[src/rtl/lte_srcx1_sched.sv]
// Frame-synchronous test-entry scheduler for the single-carrier LTE source interface.
// Steps a processor-written table, holding each entry on the outputs for rpt+1 frame headers.
module lte_srcx1_sched #(
    parameter int NUM_ENT   = 8,
    parameter int IDX_W     = 3,
    parameter int FRAME_LEN = 4915200,
    parameter int HD_TOL    = 64
) (
    input  logic             clk,
    input  logic             asy_rst,
    input  logic             i_enable,
    input  logic             i_framn_hd,
    input  logic [IDX_W:0]   i_num_ent,
    input  logic             i_cfg_wr,
    input  logic [IDX_W-1:0] i_cfg_addr,
    input  logic [55:0]      i_cfg_data,
    input  logic             i_err_clr,
    output logic [2:0]       o_test_vld,
    output logic             o_test_sel,
    output logic [31:0]      o_data_start,
    output logic [31:0]      o_data_end,
    output logic [IDX_W-1:0] o_entry_idx,
    output logic             o_busy,
    output logic [15:0]      o_frame_cnt,
    output logic             o_hd_lost,
    output logic             o_cfg_err
);
    localparam int HD_LIM = FRAME_LEN + HD_TOL;
    localparam int CNT_W  = $clog2(HD_LIM + 1);

    typedef enum logic [1:0] {
        ST_IDLE    = 2'd0,
        ST_WAIT_HD = 2'd1,
        ST_RUN     = 2'd2
    } state_t;

    state_t           state_q;
    logic [55:0]      tbl_q [NUM_ENT];
    logic [IDX_W-1:0] idx_q;
    logic [3:0]       rpt_cnt_q;
    logic [CNT_W-1:0] cyc_q;
    logic [2:0]       vld_q;
    logic             sel_q;
    logic [23:0]      start_q;
    logic [23:0]      end_q;
    logic             busy_q;
    logic [15:0]      frame_cnt_q;
    logic             hd_lost_q;
    logic             cfg_err_q;
    logic             cfg_err_d;

    logic             num_bad_s;
    logic [IDX_W:0]   last_idx_s;
    logic             hd_act_s;
    logic             load_s;
    logic [IDX_W-1:0] load_idx_s;
    logic [55:0]      load_data_s;
    logic             win_err_s;
    logic             timeout_s;

    // Effective entry count, next load target (with same-cycle write bypass) and error sources.
    always_comb begin
        num_bad_s  = (i_num_ent == (IDX_W+1)'(0)) || (i_num_ent > (IDX_W+1)'(NUM_ENT));
        last_idx_s = num_bad_s ? (IDX_W+1)'(0) : (i_num_ent - (IDX_W+1)'(1));
        hd_act_s   = i_enable && i_framn_hd && ((state_q == ST_WAIT_HD) || (state_q == ST_RUN));
        if (state_q == ST_WAIT_HD) begin
            load_s     = hd_act_s;
            load_idx_s = IDX_W'(0);
        end else begin
            load_s = hd_act_s && (rpt_cnt_q == 4'd0);
            // >= also covers the case where the active count shrank below the current index
            if ({1'b0, idx_q} >= last_idx_s) begin
                load_idx_s = IDX_W'(0);
            end else begin
                load_idx_s = idx_q + IDX_W'(1);
            end
        end
        if (i_cfg_wr && (i_cfg_addr == load_idx_s)) begin
            load_data_s = i_cfg_data;
        end else begin
            load_data_s = tbl_q[load_idx_s];
        end
        win_err_s = load_s && (load_data_s[23:0] > load_data_s[47:24]);
        timeout_s = (state_q == ST_RUN) && i_enable && !i_framn_hd &&
                    (cyc_q == CNT_W'(HD_LIM - 1));
        if (win_err_s || (hd_act_s && num_bad_s)) begin
            cfg_err_d = 1'b1;
        end else if (i_err_clr) begin
            cfg_err_d = 1'b0;
        end else begin
            cfg_err_d = cfg_err_q;
        end
    end

    // Configuration table, writable in any state.
    always_ff @(posedge clk) begin
        if (asy_rst) begin
            for (int i = 0; i < NUM_ENT; i++) begin
                tbl_q[i] <= 56'd0;
            end
        end else if (i_cfg_wr) begin
            tbl_q[i_cfg_addr] <= i_cfg_data;
        end
    end

    // Scheduler FSM with shadow output registers.
    always_ff @(posedge clk) begin
        if (asy_rst) begin
            state_q     <= ST_IDLE;
            idx_q       <= IDX_W'(0);
            rpt_cnt_q   <= 4'd0;
            cyc_q       <= CNT_W'(0);
            vld_q       <= 3'd0;
            sel_q       <= 1'b0;
            start_q     <= 24'd0;
            end_q       <= 24'd0;
            busy_q      <= 1'b0;
            frame_cnt_q <= 16'd0;
            hd_lost_q   <= 1'b0;
            cfg_err_q   <= 1'b0;
        end else begin
            hd_lost_q <= 1'b0;
            cfg_err_q <= cfg_err_d;
            if ((state_q != ST_IDLE) && !i_enable) begin
                state_q     <= ST_IDLE;
                idx_q       <= IDX_W'(0);
                rpt_cnt_q   <= 4'd0;
                cyc_q       <= CNT_W'(0);
                vld_q       <= 3'd0;
                sel_q       <= 1'b0;
                start_q     <= 24'd0;
                end_q       <= 24'd0;
                busy_q      <= 1'b0;
                frame_cnt_q <= 16'd0;
            end else begin
                case (state_q)
                    ST_IDLE: begin
                        if (i_enable) begin
                            state_q <= ST_WAIT_HD;
                        end
                    end
                    ST_WAIT_HD: begin
                        if (i_framn_hd) begin
                            state_q     <= ST_RUN;
                            frame_cnt_q <= 16'd0;
                            busy_q      <= 1'b1;
                            cyc_q       <= CNT_W'(0);
                        end
                    end
                    ST_RUN: begin
                        if (i_framn_hd) begin
                            frame_cnt_q <= frame_cnt_q + 16'd1;
                            cyc_q       <= CNT_W'(0);
                            if (!load_s) begin
                                rpt_cnt_q <= rpt_cnt_q - 4'd1;
                            end
                        end else if (timeout_s) begin
                            hd_lost_q <= 1'b1;
                            busy_q    <= 1'b0;
                            state_q   <= ST_WAIT_HD;
                        end else begin
                            cyc_q <= cyc_q + CNT_W'(1);
                        end
                    end
                    default: begin
                        state_q <= ST_IDLE;
                    end
                endcase
                if (load_s) begin
                    idx_q     <= load_idx_s;
                    rpt_cnt_q <= load_data_s[55:52];
                    sel_q     <= load_data_s[51];
                    vld_q     <= load_data_s[50:48];
                    end_q     <= load_data_s[47:24];
                    start_q   <= load_data_s[23:0];
                end
            end
        end
    end

    assign o_test_vld   = vld_q;
    assign o_test_sel   = sel_q;
    assign o_data_start = {8'd0, start_q};
    assign o_data_end   = {8'd0, end_q};
    assign o_entry_idx  = idx_q;
    assign o_busy       = busy_q;
    assign o_frame_cnt  = frame_cnt_q;
    assign o_hd_lost    = hd_lost_q;
    assign o_cfg_err    = cfg_err_q;

endmodule

[config.mk]
export PLATFORM = sky130hd
export DESIGN_NAME = lte_srcx1_sched
export DESIGN_NICKNAME = d
export VERILOG_FILES = /design/src/rtl/lte_srcx1_sched.sv
export SDC_FILE = /design/constraint.sdc
export NUM_CORES = 1
export LEC_CHECK = 0
export CELL_PAD_IN_SITES_DETAIL_PLACEMENT = 1
export CELL_PAD_IN_SITES_GLOBAL_PLACEMENT = 2
export CORE_ASPECT_RATIO = 0.6
export CORE_MARGIN = 2
export CORE_UTILIZATION = 37
export DETAILED_ROUTE_END_ITERATION = 12
export PLACE_DENSITY_LB_ADDON = 0.25
export SETUP_SLACK_MARGIN = 0.4
export SYNTH_ARGS = -nofsm -noshare
export SYNTH_HDL_FRONTEND = slang
export SYNTH_SLANG_ARGS = --single-unit
[constraint.sdc]
create_clock -name clk -period 4.6 [get_ports clk]
set_input_delay 0.69 -clock clk [delete_from_list [all_inputs] [get_ports clk]]
set_output_delay 0.69 -clock clk [all_outputs]
set_load 0.03 [all_outputs]
Word-level counts from Yosys, hierarchy flattened. Memories as Yosys holds them, arrays and structs flattened. Index checks and enable logic that the tools add are counted.

Flip-flop bits (word level): 103. Latch bits: 0. Bits in writable memories: 448. Bits in read-only memories: 0. Input port bits: 69. Word-level logic and storage cells: 98. Memories kept: 1.

Memory list: tbl_q (depth 8, width 56, read ports 1, clocked after memory_dff 0, write ports 8, line 38) `logic [55:0] tbl_q [NUM_ENT];`.

$add $sub $neg: 5. $mul: 0. Divide/modulo/power cells: 0. Magnitude comparators: 3. Eq/ne operators: 10. Shift operators: 0. Muxes and demuxes: 35. Bitwise operators: 1. Reductions and logical operators: 31.

Operator list (number): $mux W56 (2); $mux W23 (3); $reduce_or A56 Y1 (1); $pmux W23 S2 (1); $mux W16 (2); $pmux W16 S2 (1); $gt A24 B24 Y1 (1); $add A23 B1 Y23 const B (1); $eq A23 B23 Y1 const B (1); $add A16 B1 Y16 const B (1); $mux W4 (4); $mux W1 (13); $logic_and A1 B1 Y1 (10); $ne A2 B2 Y1 const B (5); $reduce_bool A2 Y1 (5); $mux W3 (3); $logic_not A4 Y1 (2); $mux W2 (4); $reduce_and A4 Y1 (2); $sub A4 B1 Y4 const B (2); $pmux W2 S3 (1); $reduce_and A3 Y1 (2); $ge A3 B4 Y1 (1); $gt A4 B4 Y1 const B (1); other kinds (13) (16).

Longest topological paths before layout. Gate-level depths: netlist of run 1.

Depth in word-level cells: 13. Mapped depth: 21. Gate-level depth less buffers: 19.

Worst setup path before layout of run 1. OpenSTA, ideal clock, no wires.

Kind: input port to flip-flop. Start point: in i_num_ent[0]. End point: reg cfg_err_q (netlist: o_cfg_err). Data arrival time: 4564 ps. Path slack: -91 ps. Stages on the path: 18. Path through: inv_1 ha_1 nand2b_1 xnor2_1 or2_2 ha_1 a31oi_1 o31ai_1 o22ai_2 buf_2 mux2_2 ha_1 a21o_1 a21o_1 a211o_1 a211o_1 a32oi_1 a31oi_1.

Longest elaborated chain between the ends: 13. Elaborated cells between the ends (all ways): 18. Classes of those cells: add/sub (1); order compare (3); eq/ne (1); mux (5); reduce/logical (7); memory (1).

RTL lines: start, declared (line 13) `input logic [IDX_W:0] i_num_ent,`; $gt A4 B4 Y1 or $logic_not A4 Y1 (tied branches) (line 63) `num_bad_s = (i_num_ent == (IDX_W+1)'(0)) || (i_num_ent > (IDX_W+1)'(NUM_ENT));`; $logic_or A1 B1 Y1 (line 63); $mux W4 * (line 64) `last_idx_s = num_bad_s ? (IDX_W+1)'(0) : (i_num_ent - (IDX_W+1)'(1));`; $ge A3 B4 Y1 * (line 72) `if ({1'b0, idx_q} >= last_idx_s) begin`; $mux W3 * (line 72); $mux W3 * (line 66) `if (state_q == ST_WAIT_HD) begin`; branches (longest 2 deep; another with $mem_v2 Z8 W56); $mux W56 * (line 78) `if (i_cfg_wr && (i_cfg_addr == load_idx_s)) begin`; via load_data_s[2] (line 57) `logic [55:0] load_data_s;`; $gt A24 B24 Y1 * (line 83) `win_err_s = load_s && (load_data_s[23:0] > load_data_s[47:24]);`; $logic_and A1 B1 Y1 * (line 83); $logic_or A1 B1 Y1 * (line 86) `if (win_err_s || (hd_act_s && num_bad_s)) begin`; $mux W1 or $reduce_bool A2 Y1 (tied branches); end signal, assigned (line 123) `cfg_err_q <= cfg_err_d;`; end, declared (line 49) `logic cfg_err_q;`.

Mark *: on every way through the listed nets, which the timed path passes. A chain may end at the register's enable or synchronous reset.

Final worst setup path of run 1.
Start point: reg idx_q[1] (netlist: o_entry_idx[1]). End point: reg cfg_err_q (netlist: o_cfg_err).

Longest elaborated chain between the ends: 10. Elaborated cells between the ends (all ways): 13. Classes of those cells: add/sub (1); order compare (2); eq/ne (1); mux (4); reduce/logical (4); memory (1).

RTL lines: start, declared (line 39) `logic [IDX_W-1:0] idx_q;`; start signal, assigned (line 170) `idx_q <= load_idx_s;`; $ge A3 B4 Y1 or $add A3 B1 Y3 (tied branches) (line 72, 75); $mux W3 * (line 72); $mux W3 * (line 66); branches (longest 2 deep; another with $mem_v2 Z8 W56); $mux W56 * (line 78); $gt A24 B24 Y1 * (line 83); $logic_and A1 B1 Y1 * (line 83); $logic_or A1 B1 Y1 * (line 86); $mux W1 or $reduce_bool A2 Y1 (tied branches).

Mark *: on every way between the ends.

==> run metrics, run 1 <==
crit path max-delay cell type=a222oi_1; commonest non-fill, non-tap cell in the layout=edfxtp_1; cts bufs inserted=56; clock latency on the worst-skew pair=0.65 ns; # DRC=0; Synth Instances=2140; CP max FO=19; # setup viols final=0; core area=0.07000 sq mm; I/O pins=159; leakage=0.01204 uW; Most Frequent Cell on Critical Path=a211o_1; Post-synth EDFFs=448; Worst R2R Start=o_entry_idx[1]$_SDFFE_PP0P_; unrepaired setup endpoints after global routing=yes; Levels on crit path=16; status=completed; length of routed met2 wiring=39.24 mm; R2R setup slack=0.26 ns; CTS tree=done; clk root buf=clkbuf_16; vias in the first global route=19639; Critical Path, Cell by Cell=ha_1 -> xnor2_1 -> nor2_4 -> buf_12 -> mux2_2 -> a222oi_1 -> o21ai_1 -> mux2i_2 -> buf_4 -> ha_4 -> nand4_1 -> nor2_1 -> a211o_1 -> a211o_1 -> a32oi_2 -> a31oi_1; crit path DAT=4.88 ns; max incr delay on CP=0.55 ns; htree depth=2; hold_ws=0.4975 ns; register area share after synthesis=59.19%; post-synth top area cell=edfxtp_1; worst slew margin relative to its limit=30.54%; Die Span Y=210.2 um; DR vias/cell=5.731; VDD IR max=0.3019 mV; total of max-cap violations=0; final slew viol count=0; initial antenna violation count=6; wire per inst=27.45 um; power per cell area=444.5 mW/mm^2; Power Total=14360 uW; final worst path period need=4.344 ns; HP Class=flop to flop; die area=0.07306 sq mm; Synth top area share=51.32%; Peak Freq=0.2302 GHz; Ys Warns=0; met3 WL=7.756 mm; Core Rows=75; Final Util=46.16%; highest routed layer=met4; area grow syn2layout=23.27%; GR Util All Layers=25.00%; Crit path buffers/inverters=2; final worst slack=0.2559 ns; width of the chip=347.6 um; worst clock skew=0.01947 ns; Setup crit end kind=flop; WS Path Type=flop to flop; layout cells sized above 1=19.92%; hold_buf cts=0; gr ovfl total=0; asr flop ratio synth=0%; vias after detailed routing=19269; first-pass GRT wire length=134.8 mm; drt first pass iters=7; Most used DFF post-synth=edfxtp_1; Syn Std Cell Area=0.02621 sq mm; ranking of synthesized cells by area=edfxtp_1 (51%), and2_1 (11%), dfxtp_1 (7.9%); min-delay src=cyc_q[5]$_SDFFE_PP0P_; drt total wl=92.30 mm; GP Congestion=0.8941; Worst setup endpoint=o_cfg_err$_SDFFE_PP0P_; DR iter-0 viols=2295; DRT antenna net count=0; CP Data Required Time=5.14 ns; RR Endpoint=o_cfg_err$_SDFFE_PP0P_; clock tree buffer depth=3; Fin. Hold Viols=0; Port Buf Inserts=142; dpl hpwl=59.07 mm; pre-CTS setup slack=-0.9035 ns; Yosys reg bits=551; Clock Sinks=551; CP startpoint=o_entry_idx[1]$_SDFFE_PP0P_; synthesized area per cell=12.25 sq um; Worst Reg-to-Reg Cells=16; initial core utilization=37.44%; Unique masters post-synth=76; Worst Tran Pin Value=1.039 ns; CP top delay family=compound AO/OA/AOI/OAI gates; DRT met1 WL=43.63 mm; most frequent cells in the layout=edfxtp_1 (448), and2_1 (447), buf_4 (170); pin count of the biggest net entering global routing=87; Startpoint Class=flop; Worst-path clk slew=0.07 ns; fin crit share=94.44%; fin nets=2494
==> cell families after synthesis <==
family	Yosys count	share of synthesized area, %
XOR/XNOR	25	0.8353
other	1	0.01431
multiplexers	167	6.854
AND/OR/NAND/NOR	800	17.48
AO/OA/AOI/OAI	372	10.72
buffers and inverters	186	3.098
flip-flops	551	59.19
adder cells (fa/ha/maj)	38	1.814
==> sequential cells by signal (all words and copies together), names as in the netlist <==
signal,cells
cyc_q,23
end_q,24
o_busy,1
o_cfg_err,1
o_entry_idx,3
o_frame_cnt,16
o_hd_lost,1
o_test_sel,1
o_test_vld,3
rpt_cnt_q,4
start_q,24
state_q,2
tbl_q,448
==> metal layers <==
layer / track usage [%] / up-vias
met5: 0 / -
met4: 5.449 / 0
met3: 5.180 / 97
met2: 36.86 / 756
met1: 37.65 / 9960
li1: - / 8456
==> where the power goes <==
group          internal (uW)  total, uW  switching (uW)
combinational           1650       4040            2380
sequential              5710       5850             141
clock                   2400       4480            2070
total                   9760      14400            4600
==> cell type report <==
type / count / area (sq um)
inverters: 13 / 68.82
multi-input cells: 1418 / 10480
clock inverters: 32 / 249.0
flip-flops and latches: 551 / 15520
well taps: 924 / 1156
fillers: 7223 / 37690
clock buffers: 74 / 1489
repair buffers: 347 / 3349
diodes: 3 / 7.507
==> worst register-to-register path, stage by stage (launching register included) <==
cell      delay (ns)
dfxtp_2         0.36
ha_1            0.22
xnor2_1         0.20
nor2_4          0.34
buf_12          0.24
mux2_2          0.39
a222oi_1        0.55
o21ai_1         0.31
mux2i_2         0.26
buf_4           0.15
ha_4            0.19
nand4_1         0.10
nor2_1          0.05
a211o_1         0.26
a211o_1         0.29
a32oi_2         0.23
a31oi_1         0.10
==> how the worst min path moves through the flow <==
stage                             to  depth (start not counted)
4_1_cts        cyc_q[5]$_SDFFE_PP0P_                          1
6_report       cyc_q[5]$_SDFFE_PP0P_                          1
3_3_place_gp     o_busy$_SDFFE_PP0P_                          2
5_1_grt        cyc_q[5]$_SDFFE_PP0P_                          1
3_5_place_dp   cyc_q[5]$_SDFFE_PP0P_                          1
2_1_floorplan  cyc_q[5]$_SDFFE_PP0P_                          1
==> stage by stage <==
| stage | instances | setup TNS (ns) | cell area [sq um] |
|---|---|---|---|
| floorplan | 2155 | 0 | 26420 |
| global placement | 3231 | -4.006 | 30060 |
| detailed placement | 3231 | -5.732 | 30060 |
| CTS | 3352 | 0 | 32150 |
| global route | 3360 | 0 | 32310 |
| finish | 3362 | 0 | 32310 |
==> cell usage after synthesis (all sizes together) (3+ instances only) <==
| library cell | instances |
|---|---|
| a221o | 54 |
| a211oi | 6 |
| nor2 | 89 |
| nand4 | 11 |
| or2 | 17 |
| xor2 | 14 |
| a21oi | 25 |
| o221ai | 21 |
| nand2 | 85 |
| dfxtp | 103 |
| mux2i | 67 |
| o31ai | 3 |
| and4 | 6 |
| nand3b | 5 |
| nand3 | 25 |
| nor3 | 18 |
| nand2b | 11 |
| a221oi | 20 |
| o32ai | 3 |
| mux2 | 100 |
| a222oi | 30 |
| a31oi | 7 |
| a22oi | 19 |
| and3 | 58 |
| xnor2 | 11 |
| inv | 11 |
| ha | 38 |
| a211o | 5 |
| a21o | 13 |
| nor2b | 5 |
| nor4 | 10 |
| clkbuf | 126 |
| o22ai | 70 |
| and2 | 447 |
| o221a | 3 |
| o21ai | 72 |
| buf | 47 |
| edfxtp | 448 |
==> what timing repair did <==
action,4_1_cts,5_1_grt
gates cloned,2,0
buffers inserted,13,7
setup endpoints to repair,1,1
resized for setup,50,22
pin swaps,27,26
No activity file was read; power rests on OpenSTA's default activity.
==> run 2, diff against run 1 <==
--- a/config.mk
+++ b/config.mk
@@ -9,7 +9,8 @@
 export CELL_PAD_IN_SITES_GLOBAL_PLACEMENT = 2
 export CORE_ASPECT_RATIO = 0.6
 export CORE_MARGIN = 2
-export CORE_UTILIZATION = 37
+export CORE_UTILIZATION = 45
+export CTS_BUF_LIST = sky130_fd_sc_hd__clkbuf_8
 export DETAILED_ROUTE_END_ITERATION = 12
 export PLACE_DENSITY_LB_ADDON = 0.25
 export SETUP_SLACK_MARGIN = 0.4
==> constraint.sdc (replaced) <==
create_clock -name clk -period 5.5 [get_ports clk]
set_input_delay 0.825 -clock clk [delete_from_list [all_inputs] [get_ports clk]]
set_output_delay 0.825 -clock clk [all_outputs]
set_load 0.03 [all_outputs]
==> run 2 against run 1 <==
Effect of this change: count of clock-buffer cells in the layout up 20; power down 23%; first-iteration DRC count up 9.7%; sequential cell count unchanged; critical path depth up 6; via count up 0.87%; clock skew up 0.0076 ns; wire length down 1.9%; sequential share of layout area up 2.7 points; cell area down 5.4%; final cell count down 6.5%; global-route usage up 5.1 points; critical endpoint unchanged; largest power group unchanged.
==> run metrics, run 2 (same netlist as run 1, synthesis figures left out) <==
status=completed; Most flops, register=tbl_q; DR iter-0 viols=2517 (+9.7%); switch share=33.05% (+1.0 points); clk root buf=clkbuf_8; most frequent cells in the layout=edfxtp_1 (448), and2_1 (447), clkdlybuf4s50_1 (142); Port Buf Inserts=142 (unchanged); pre-CTS setup slack=-0.1548 ns (+0.7487 ns); Largest regs=tbl_q: 448 flops, end_q: 24 flops, start_q: 24 flops; power per cell area=362.5 mW/mm^2 (-18%); WS Path Type=input pin to flop; Post-DP Area=0.02891 sq mm (-3.8%); RR Endpoint=o_cfg_err$_SDFFE_PP0P_; clock tree buffer depth=3 (unchanged); # DRC=0 (unchanged); Setup crit end kind=flop; Fin. Hold Viols=0 (unchanged); fin nets=2407 (-3.5%); I/O pins=159 (unchanged); DRT antenna net count=0 (unchanged); Switch Pwr=3664 uW (-20%); htree depth=3 (+1); worst slew margin relative to its limit=17.60% (-13 points); worst clock skew=0.02706 ns (+0.007594 ns); CTS tree=done; drt total wl=90.57 mm (-1.9%); clock latency on the worst-skew pair=0.70 ns (+0.05 ns); pin count of the biggest net entering global routing=63 (-28%); DR vias/cell=6.182 (+7.9%); Logic pwr share=25.5% (-2.6 points); fin crit share=91.84%; CP Data Required Time=6.04 ns (+0.90 ns); cts bufs inserted=85 (+52%); VDD IR max=0.1794 mV (-41%); Power Total=11080 uW (-23%); crit path DAT=5.59 ns (+0.71 ns); first-pass GRT wire length=133.5 mm (-0.91%); Finished Layout Cells=3144 (-6.5%); Startpoint Class=input pin; final slew viol count=0 (unchanged); Clk pwr share=30.4% (-0.8 points); initial antenna violation count=6 (unchanged); dpl hpwl=54.64 mm (-7.5%); wire per inst=28.81 um (+4.9%); R2R setup slack=0.67 ns (+0.41 ns); gr ovfl total=0 (unchanged); Worst R2R Start=state_q[1]$_SDFFE_PP0P_; Core Rows=68 (-9.3%); unrepaired setup endpoints after global routing=no; sequential power share=44.1% (+3.4 points); placed insts=2983 (-7.7%); CP max FO=16 (-3); drt first pass iters=7 (unchanged); hold_buf cts=0 (unchanged); layout cells sized above 1=15.00% (-4.9 points); Cell Int Power=7420 uW (-24%); fin area=0.03058 sq mm (-5.4%); Worst Tran Pin Value=1.225 ns (+0.1852 ns); total of max-cap violations=0 (unchanged); min-delay src=o_busy$_SDFFE_PP0P_; Post-CTS Setup Bufs=0 (-13); vias after detailed routing=19436 (+0.87%); Peak Freq=0.1980 GHz; Die Span Y=191.0 um (-9.1%); WHS Endpoint=o_busy$_SDFFE_PP0P_; area grow syn2layout=16.66%; core area=0.05752 sq mm (-18%); WHS Path Cells=2 (+1); Largest register FFs=448 (unchanged); Clock Sinks=551 (unchanged); width of the chip=315.6 um (-9.2%); GR Util All Layers=30.10% (+5.1 points); die area=0.06026 sq mm (-18%); final worst slack=0.4486 ns (+0.1927 ns); HP Class=flop to flop; commonest non-fill, non-tap cell in the layout=edfxtp_1; GP Congestion=0.8876 (-0.73%); vias in the first global route=20109 (+2.4%); # setup viols final=0 (unchanged); post_cts resized=0 (-100%); initial core utilization=45.58% (+8.1 points); final worst path period need=5.051 ns; leakage=0.01154 uW (-4.1%); Worst-path clk slew=0.06 ns (about the same); Worst Reg-to-Reg Cells=16 (unchanged)
run 2: cell count changes in the layout (fill, tap and decap cells not counted), sizes merged:
cell           change
clkinv             +3
diode              -2
clkinvlp           -8
dlygate4sd2        -2
buf              -118
bufinv             -1
clkbuf            +20
inv               +40
clkdlybuf4s50      +4
run 2: worst max path at each step:
stage                       startpoint                     end  slack, ns
after floorplan           i_num_ent[0]  o_cfg_err$_SDFFE_PP0P_       0.67
after global placement    i_num_ent[1]  o_cfg_err$_SDFFE_PP0P_      -0.08
after detailed placement  i_num_ent[1]  o_cfg_err$_SDFFE_PP0P_      -0.15
after CTS                 i_num_ent[1]  o_cfg_err$_SDFFE_PP0P_       0.52
after global routing      i_num_ent[1]  o_cfg_err$_SDFFE_PP0P_       0.30
final                     i_num_ent[1]  o_cfg_err$_SDFFE_PP0P_       0.45
run 2: cell type report:
class                           count  area (sq um)
Fill cell                        5921         26930
Timing Repair Buffer              231          2302
Clock buffer                       94          1294
Multi-Input combinational cell   1418         10140
Antenna cell                        1         2.502
Sequential cell                   551         15520
Clock inverter                     66         317.8
Inverter                           13         48.80
Tap cell                          770         963.4
run 2: critical path, stage by stage:
cell and delay, ns:
clkdlybuf4s50_1 0.47, inv_1 0.12, ha_2 0.23, nand2b_1 0.10, xnor2_2 0.16, nor2_1 0.22, ha_1 0.29, nand2b_1 0.23
a311oi_4 0.42, nor2_2 0.08, buf_4 0.16, buf_4 0.21, a221oi_1 0.29, o221ai_1 0.18, mux2_2 0.29, ha_1 0.18
a21o_1 0.18, a21o_1 0.17, a21o_1 0.18, a211o_1 0.29, o2111ai_1 0.16, a31oi_1 0.16
run 2: power by group through the flow:
stage | Sequential, uW | Clock [uW] | Combinational [uW]
detailed placement | 4980 | 0 | 2740
finish | 4890 | 3370 | 2820
floorplan | 5010 | 0 | 1490
global route | 4910 | 3580 | 3000
CTS | 4890 | 3400 | 2770
global placement | 4960 | 0 | 2690
run 2: per-stage QoR:
step                      util, %  hold slack (ns)  TNS [ns]
final                       53.17           0.4965         0
after global routing        53.17           0.5247         0
after CTS                   53.07           0.4998         0
after detailed placement    50.27           0.4814   -0.1548
after global placement      50.27           0.4716  -0.08334
after floorplan                 -           0.4495         0
run 2: routing by layer:
metal | vias to the layer above | share of wire, % | track usage, %
met1 | 10013 | 45 | 44.04
met3 | 143 | 9.0 | 5.674
met2 | 977 | 44 | 45.86
met4 | 2 | 2.3 | 8.075
li1 | 8301 | - | -
met5 | - | 0.014 | 0
